==> src/rtl/vote_peer.sv <==
// Peer side of the four-wire vote handshake: receives words from the voting station,
// returns reply words, counts completed rounds and aborts on a stalled handshake.
`timescale 1ns/1ps
module vote_peer #(
  parameter int unsigned TIMEOUT_CYCLES = 255
) (
  input  logic       clock,
  input  logic       reset,
  input  logic       enable,
  input  logic       cts,
  input  logic       ctr,
  input  logic [3:0] v_in,
  input  logic [3:0] reply_data,
  output logic       rtr,
  output logic       rts,
  output logic [3:0] v_out,
  output logic [3:0] rx_data,
  output logic       rx_valid,
  output logic       parity_err,
  output logic       done,
  output logic       timeout_err,
  output logic [3:0] rounds
);

  localparam int unsigned CntW    = $clog2(TIMEOUT_CYCLES + 1);
  localparam logic [3:0]  EndCode = 4'b0110;

  typedef enum logic [3:0] {
    StIdle,
    StReq,
    StCheck,
    StRtsLow,
    StData,
    StWaitAck,
    StRelease,
    StEndWait,
    StError
  } state_e;

  state_e            state_q, state_d;
  logic [CntW-1:0]   cnt_q, cnt_d, cnt_inc;
  logic              timed;
  logic              rtr_q, rtr_d;
  logic              rts_q, rts_d;
  logic [3:0]        v_out_q, v_out_d;
  logic [3:0]        rx_data_q, rx_data_d;
  logic              rx_valid_q, rx_valid_d;
  logic              parity_q, parity_d;
  logic              done_q, done_d;
  logic              terr_q, terr_d;
  logic [3:0]        rounds_q, rounds_d;

  always_comb begin
    state_d    = state_q;
    v_out_d    = v_out_q;
    rx_data_d  = rx_data_q;
    rx_valid_d = 1'b0;
    parity_d   = parity_q;
    done_d     = 1'b0;
    terr_d     = terr_q;
    rounds_d   = rounds_q;
    timed      = 1'b0;
    cnt_inc    = cnt_q + CntW'(1);

    unique case (state_q)
      StIdle: begin
        if (enable) begin
          state_d  = StReq;
          rounds_d = 4'd0;
          terr_d   = 1'b0;
        end
      end
      StReq: begin
        timed = 1'b1;
        if (cts) begin
          rx_data_d  = v_in;
          rx_valid_d = 1'b1;
          parity_d   = v_in[3] ^ (^v_in[2:0]);
          state_d    = StCheck;
        end
      end
      StCheck: begin
        state_d = (rx_data_q == EndCode) ? StEndWait : StRtsLow;
      end
      StRtsLow: begin
        timed = 1'b1;
        if (ctr) begin
          v_out_d = reply_data;
          state_d = StData;
        end
      end
      StData: begin
        state_d = StWaitAck;
      end
      StWaitAck: begin
        timed = 1'b1;
        if (!ctr) begin
          rounds_d = (rounds_q == 4'd15) ? rounds_q : rounds_q + 4'd1;
          state_d  = StRelease;
        end
      end
      StRelease: begin
        timed = 1'b1;
        if (!cts) state_d = StReq;
      end
      StEndWait: begin
        timed = 1'b1;
        if (!cts) begin
          done_d  = 1'b1;
          state_d = StIdle;
        end
      end
      StError: begin
        if (!enable) state_d = StIdle;
      end
      default: state_d = StIdle;
    endcase

    // A handshake event seen in the same cycle as the limit wins over the abort.
    if (timed && (state_d == state_q) && (cnt_inc == CntW'(TIMEOUT_CYCLES))) begin
      state_d = StError;
      terr_d  = 1'b1;
    end

    if (state_d != state_q) begin
      cnt_d = '0;
    end else if (timed) begin
      cnt_d = cnt_inc;
    end else begin
      cnt_d = cnt_q;
    end

    // Strobes are registered from the next state; rts rises only on leaving DATA, so the
    // reply word loaded on DATA entry has a full cycle to settle before the rising edge.
    rtr_d = state_d inside {StReq, StCheck, StRtsLow, StData, StWaitAck};
    rts_d = !(state_d inside {StRtsLow, StData});
  end

  always_ff @(posedge clock or posedge reset) begin
    if (reset) begin
      state_q    <= StIdle;
      cnt_q      <= '0;
      rtr_q      <= 1'b0;
      rts_q      <= 1'b1;
      v_out_q    <= 4'd0;
      rx_data_q  <= 4'd0;
      rx_valid_q <= 1'b0;
      parity_q   <= 1'b0;
      done_q     <= 1'b0;
      terr_q     <= 1'b0;
      rounds_q   <= 4'd0;
    end else begin
      state_q    <= state_d;
      cnt_q      <= cnt_d;
      rtr_q      <= rtr_d;
      rts_q      <= rts_d;
      v_out_q    <= v_out_d;
      rx_data_q  <= rx_data_d;
      rx_valid_q <= rx_valid_d;
      parity_q   <= parity_d;
      done_q     <= done_d;
      terr_q     <= terr_d;
      rounds_q   <= rounds_d;
    end
  end

  assign rtr         = rtr_q;
  assign rts         = rts_q;
  assign v_out       = v_out_q;
  assign rx_data     = rx_data_q;
  assign rx_valid    = rx_valid_q;
  assign parity_err  = parity_q;
  assign done        = done_q;
  assign timeout_err = terr_q;
  assign rounds      = rounds_q;

endmodule
==> config.mk <==
export PLATFORM = sky130hd
export DESIGN_NAME = vote_peer
export DESIGN_NICKNAME = d
export VERILOG_FILES = /design/src/rtl/vote_peer.sv
export SDC_FILE = /design/constraint.sdc
export NUM_CORES = 1
export LEC_CHECK = 0
export BUFFER_PORTS_ARGS = -buffer_cell sky130_fd_sc_hd__buf_4
export CAP_MARGIN = 20
export CORE_MARGIN = 2
export CORE_UTILIZATION = 42
export DETAILED_ROUTE_END_ITERATION = 8
export GPL_TIMING_DRIVEN = 1
export PLACE_DENSITY = 0.65
export SYNTH_ARGS = -nofsm -noshare
export SYNTH_HDL_FRONTEND = slang
export SYNTH_SLANG_ARGS = --single-unit
==> constraint.sdc <==
create_clock -name clock -period 2.7 [get_ports clock]
set_input_delay 0 -clock clock [delete_from_list [all_inputs] [get_ports clock]]
set_output_delay 0 -clock clock [all_outputs]
set_load 0.02 [all_outputs]
# Word level (Yosys, flattened, before mapping)
# Cells that the tools add are included.
word_totals:
  reg_bits: 30
  output_inout_bits: 18
  inputBits: 13
  wordCells: 75
classes:
  bitwise: 1
  n_eq_ne: 21
  add_sub_neg: 2
  muxes: 24
  reduce_logical: 16
op_table:
  columns: ["operator", "n"]
  rows:
  - ["4-bit two-way mux", 11]
  - ["4-bit case mux with 9 select lines", 1]
  - ["4-bit by 3-bit == test with 1-bit output, second input constant", 7]
  - ["4-bit by 2-bit == test with 1-bit output, second input constant", 4]
  - ["8-bit two-way mux", 2]
  - ["2-bit nonzero test", 5]
  - ["8-bit by 1-bit adder with 8-bit output, second input constant", 1]
  - ["4-bit by 1-bit == test with 1-bit output, second input constant", 2]
  - ["4-bit == test, second input constant", 2]
  - ["8-bit == test, second input constant", 1]
  - ["1-bit two-way mux", 8]
  - ["4-bit case mux with 2 select lines", 1]
  - ["2-bit != test, second input constant", 3]
  - ["2-bit AND reduction", 3]
  - ["5-bit nonzero test", 1]
  - ["5-bit OR reduction", 1]
  - ["4-bit by 1-bit adder with 4-bit output, second input constant", 1]
  - ["4-bit == test", 1]
  - ["4-bit logical NOT", 1]
  - ["4-bit != test", 1]
  - ["4-bit AND reduction", 1]
  - ["3-bit two-way mux", 1]
  - ["3-bit XOR reduction", 1]
  - ["1-bit logical AND", 2]
  - ["2 further kinds", 2]

# Longest topological paths before layout
depth:
  word_depth: 10
  mapped_depth: 7
  ltp_nobuf: 7

# Worst setup path after synthesis
# OpenSTA, ideal clock, no wires.
synth_timing:
  path_type: "reg2reg"
  start: "register rx_data_q[3] (netlist: rx_data[3])"
  end: "register cnt_q[1]"
  stages_incl_launch_ff: 6
  t_required_ps: 2593
  setup_time_ps: 107
  arrival_ps: 1692
  period_less_slack_ps: 1799
  path_buffers: 0
  path_slack_ps: 901
  path_cell_list: "dfrtp_1 > nor4b_2 > a311oi_2 > o311ai_2 > o21ai_2 > a2111oi_4"
synth_between:
  elab_chain_len: 9
  word_cells_on_any_way: 10
  classes_between: "eq/ne: 3; mux: 4; reduce/logical: 3"
synth_lines:
  columns: ["element", "line", "text"]
  rows:
  - ["from (decl)", "46", "logic [3:0] rx_data_q, rx_data_d;"]
  - ["from (signal assigned)", "158", "rx_data_q <= rx_data_d;"]
  - ["4-bit by 3-bit == test with 1-bit output *", "83", "state_d = (rx_data_q == EndCode) ? StEndWait : StRtsLow;"]
  - ["3-bit two-way mux *", "83", null]
  - ["4-bit case mux with 9 select lines *", "65", "unique case (state_q)"]
  - ["4-bit == test", "120", "if (timed && (state_d == state_q) && (cnt_inc == CntW'(TIMEOUT_CYCLES))) begin"]
  - ["1-bit logical AND (2 in a row)", "120", null]
  - ["4-bit two-way mux *", "120", null]
  - ["4-bit != test *", "125", "if (state_d != state_q) begin"]
  - ["8-bit two-way mux / 2-bit nonzero test (equally long branches)", null, null]
  - ["to (signal assigned)", "154", "cnt_q <= cnt_d;"]
  - ["to (decl)", "41", "logic [CntW-1:0] cnt_q, cnt_d, cnt_inc;"]
# Mark *: on every way between the ends. The rest lies on a longest branch, timed or not.
# A chain may end at the register's enable or synchronous reset.

# Worst setup path after layout
layout_timing:
  start: "register state_q[2]"
  end: "register cnt_q[7]"
layout_between:
  elab_chain_len: 8
  word_cells_on_any_way: 26
  classes_between: "eq/ne: 10; mux: 11; reduce/logical: 5"
layout_lines:
  columns: ["element", "line", "text"]
  rows:
  - ["from (decl)", "40", "state_e state_q, state_d;"]
  - ["from (signal assigned)", "141", "state_q <= StIdle;"]
  - ["from (signal assigned)", "153", "state_q <= state_d;"]
  - ["4-bit == test, or another cell as far along", "65", null]
  - ["4-bit case mux with 9 select lines / 5-bit OR reduction (equally long branches)", null, null]
  - ["4-bit == test / 1-bit two-way mux (equally long branches)", "120, 65", null]
  - ["1-bit logical AND (2 in a row)", "120", null]
  - ["4-bit two-way mux", "120", null]
  - ["4-bit != test", "125", null]
  - ["8-bit two-way mux / 2-bit nonzero test (equally long branches)", null, null]
# Parallel ways exist; a longest one is shown, timed or not.

==> metrics.txt <==
RR Endpoint=cnt_q[7]$_DFFE_PP0P_; Die W=66.92 µm; Setup CP Type=reg -> reg; CP Data Required Time=2850 ps; total negative slack=0 ps; CTS tree=yes; clk_skew=4.911 ps; Hold Crit Depth=3; CTS buffer count=5; via count=1379; Reg2Reg Launch Point=state_q[2]$_DFF_PP0_; period utilization=0.7943; CTS Root Cell=clkbuf_8; GR Overflow Total=0; synthesized cell area=0.001663 mm²; area of the multi-input gates=857.1 µm²; Nets=217; WL/cell=14.26 µm; Fillers=336; Worst Path Max Fanout=19; GRT Util Overall=0.1858; Async SR Flop Fraction=1.000; worst slack at placement=585.8 ps; maxcap violations=0; DR DRC count=0; Yosys top cell area share=0.4364; top cells by area, synth=dfrtp_1 (44%), mux2_2 (5.4%), xnor2_1 (4.7%), nor2_1 (3.6%), nor3_1 (3.3%); Die Y=66.92 µm; synth cell count leaders=dfrtp_1 (29), nor2_1 (16), nand2_1 (11), nor3_1 (11), xnor2_1 (9); row count=22; htree depth=2; CTS clk-pin slew, worst paths=60 ps; PwrDens=1010 mW/mm²; leakage=0.9455 nW; vias in the first global route=1429; Max clock buf depth=2; Setup crit end kind=flip-flop; Seq/Total Area, Yosys=0.4522; DR iter-0 viols=120; fin cells=250; first-pass GRT wire length=6.244 mm; normalized max-slew margin=0.6396; FF/Latch Area=752.0 µm²; RSZ-0062 raised after global routing=false; CTS sink count=30; Die Area=0.004478 mm²; CP startpoint kind=flip-flop; port bufs=30; layout cell share with drive strength beyond 1=0.2822; final WL=3.566 mm; worst ir drop on vdd=0.0006383 V; post-synth net total=176; flops & latches, synth=30; placed insts=232; Hold/Removal Path Class=in -> reg; Post-Syn Area per Cell=10.39 µm²; Boundary Pins=31; number of flops mapped to enable cells by yosys=0; Post-Syn Instances=160; largest net degree at the start of global routing=21; Setup crit start=state_q[2]$_DFF_PP0_; Critical Path End=cnt_q[7]$_DFFE_PP0P_; crit path DAT=2290 ps; most numerous cell in the Yosys netlist=dfrtp_1; slack of the worst reg-to-reg path=560 ps; Detail Route Antenna Nets=0; diode count=0; Period minus WS final=2145 ps; placed standard-cell area=0.001941 mm²; worst-margin pin slew=540.7 ps; initial antenna violation count=0; R2R cell count=5; final worst slack=555.4 ps; worst-skew pair later-pin latency=280 ps; prevailing post-synth register cell=dfrtp_1; hold path start=ctr; DP HPWL=2.548 mm; Vias/cell=5.516; placer's final routability congestion estimate=0.8452; area leader, netlist=dfrtp_1; Synth Warn #=0; Slew Viols, Final=0; TritonRoute pass-1 iters=4; count of final setup violators=0; Peak Freq=0.4663 GHz; Synth cell types=51; finished layout cell area=0.002132 mm²; status=finished, final reports clean; Initial Util=0.4442; final hold violations=0; Area Overhead vs Synth=28.22%; Core Box Area=0.003744 mm²
final cells by class:
class	instances	area share
sequential	30	0.3527
inverter	5	0.008803
clock inverter	1	0.002347
timing repair buffer	41	0.1655
tap	48	0.02817
clock buffer	7	0.04049
multi-input combinational	118	0.4020
routing by layer:
layer,global-route usage,wire length [µm],vias to the layer above
li1,-,-,662
met1,0.2307,1627,655
met2,0.2963,1676,56
met3,0.05068,218,6
met4,0.09184,43,0
met5,0,0,-
flip-flops by register name (all words and copies together) (netlist names):
signal and cells:
parity_err 1, state_q 4, rts 1, rx_data 4, v_out 4, rx_valid 1, rtr 1, done 1
rounds 4, cnt_q 8, timeout_err 1
layout by cell type (no fill, tap or decap), drive strengths merged, types with 2 or more instances in the layout:
| cell type | count |
|---|---|
| nand3 | 4 |
| inv | 5 |
| nand4 | 4 |
| nor4 | 3 |
| nor2 | 16 |
| clkbuf | 7 |
| dlygate4sd3 | 10 |
| nor3 | 12 |
| and3 | 2 |
| mux2 | 8 |
| dfrtp | 29 |
| ha | 3 |
| xor2 | 4 |
| nand2 | 11 |
| o21ai | 7 |
| nor2b | 3 |
| a21o | 2 |
| xnor2 | 9 |
| a21oi | 3 |
| buf | 31 |
critical path, stage by stage (launching register included):
cell	delay, ps
dfrtp_1	680
a21oi_1	240
nor4_1	400
o311ai_2	180
o21ai_2	390
nor3_1	100
how the worst min path moves through the flow:
stage | to
after floorplan | done$_DFF_PP0_
after detailed placement | rx_valid$_DFF_PP0_
after CTS | rounds[0]$_DFFE_PP0P_
after global placement | done$_DFF_PP0_
final | rounds[0]$_DFFE_PP0P_
after global routing | rounds[1]$_DFFE_PP0P_
kinds of logic (layout without fill, tap and decap cells):
logic type / count (synthesis) / in the layout / share of synthesized area
buffers and inverters: 12 / 54 / 0.03236
muxes: 9 / 9 / 0.06020
xor gates and xnor gates: 13 / 13 / 0.06847
AOI/OAI and AO/OA: 28 / 28 / 0.1422
adders and majority gates: 3 / 3 / 0.02258
and+or+nand+nor: 65 / 65 / 0.2220
DFF: 30 / 30 / 0.4522
stage by stage:
stage                 util  total power [W]  hold slack, ps
floorplan                -         0.001462           66.41
global placement    0.5110         0.001728           209.1
detailed placement  0.5184         0.001775           71.49
CTS                 0.5695         0.002170           99.94
global route        0.5695         0.002305           142.3
finish              0.5695         0.002154           104.9
power breakdown:
group	internal, W	switching (W)	total (W)
registers	0.000599	0.000201	0.000800
clock network	0.000205	0.000166	0.000371
logic	0.000447	0.000536	0.000984
total	0.00125	0.000903	0.00215
timing repair:
item / in CTS / in global routing
resized for setup: 0 / 0
endpoints found under the hold margin: 19 / 0
setup buffers: 0 / 0
hold buffers: 10 / 0
(Power assumes the default switching activity.)
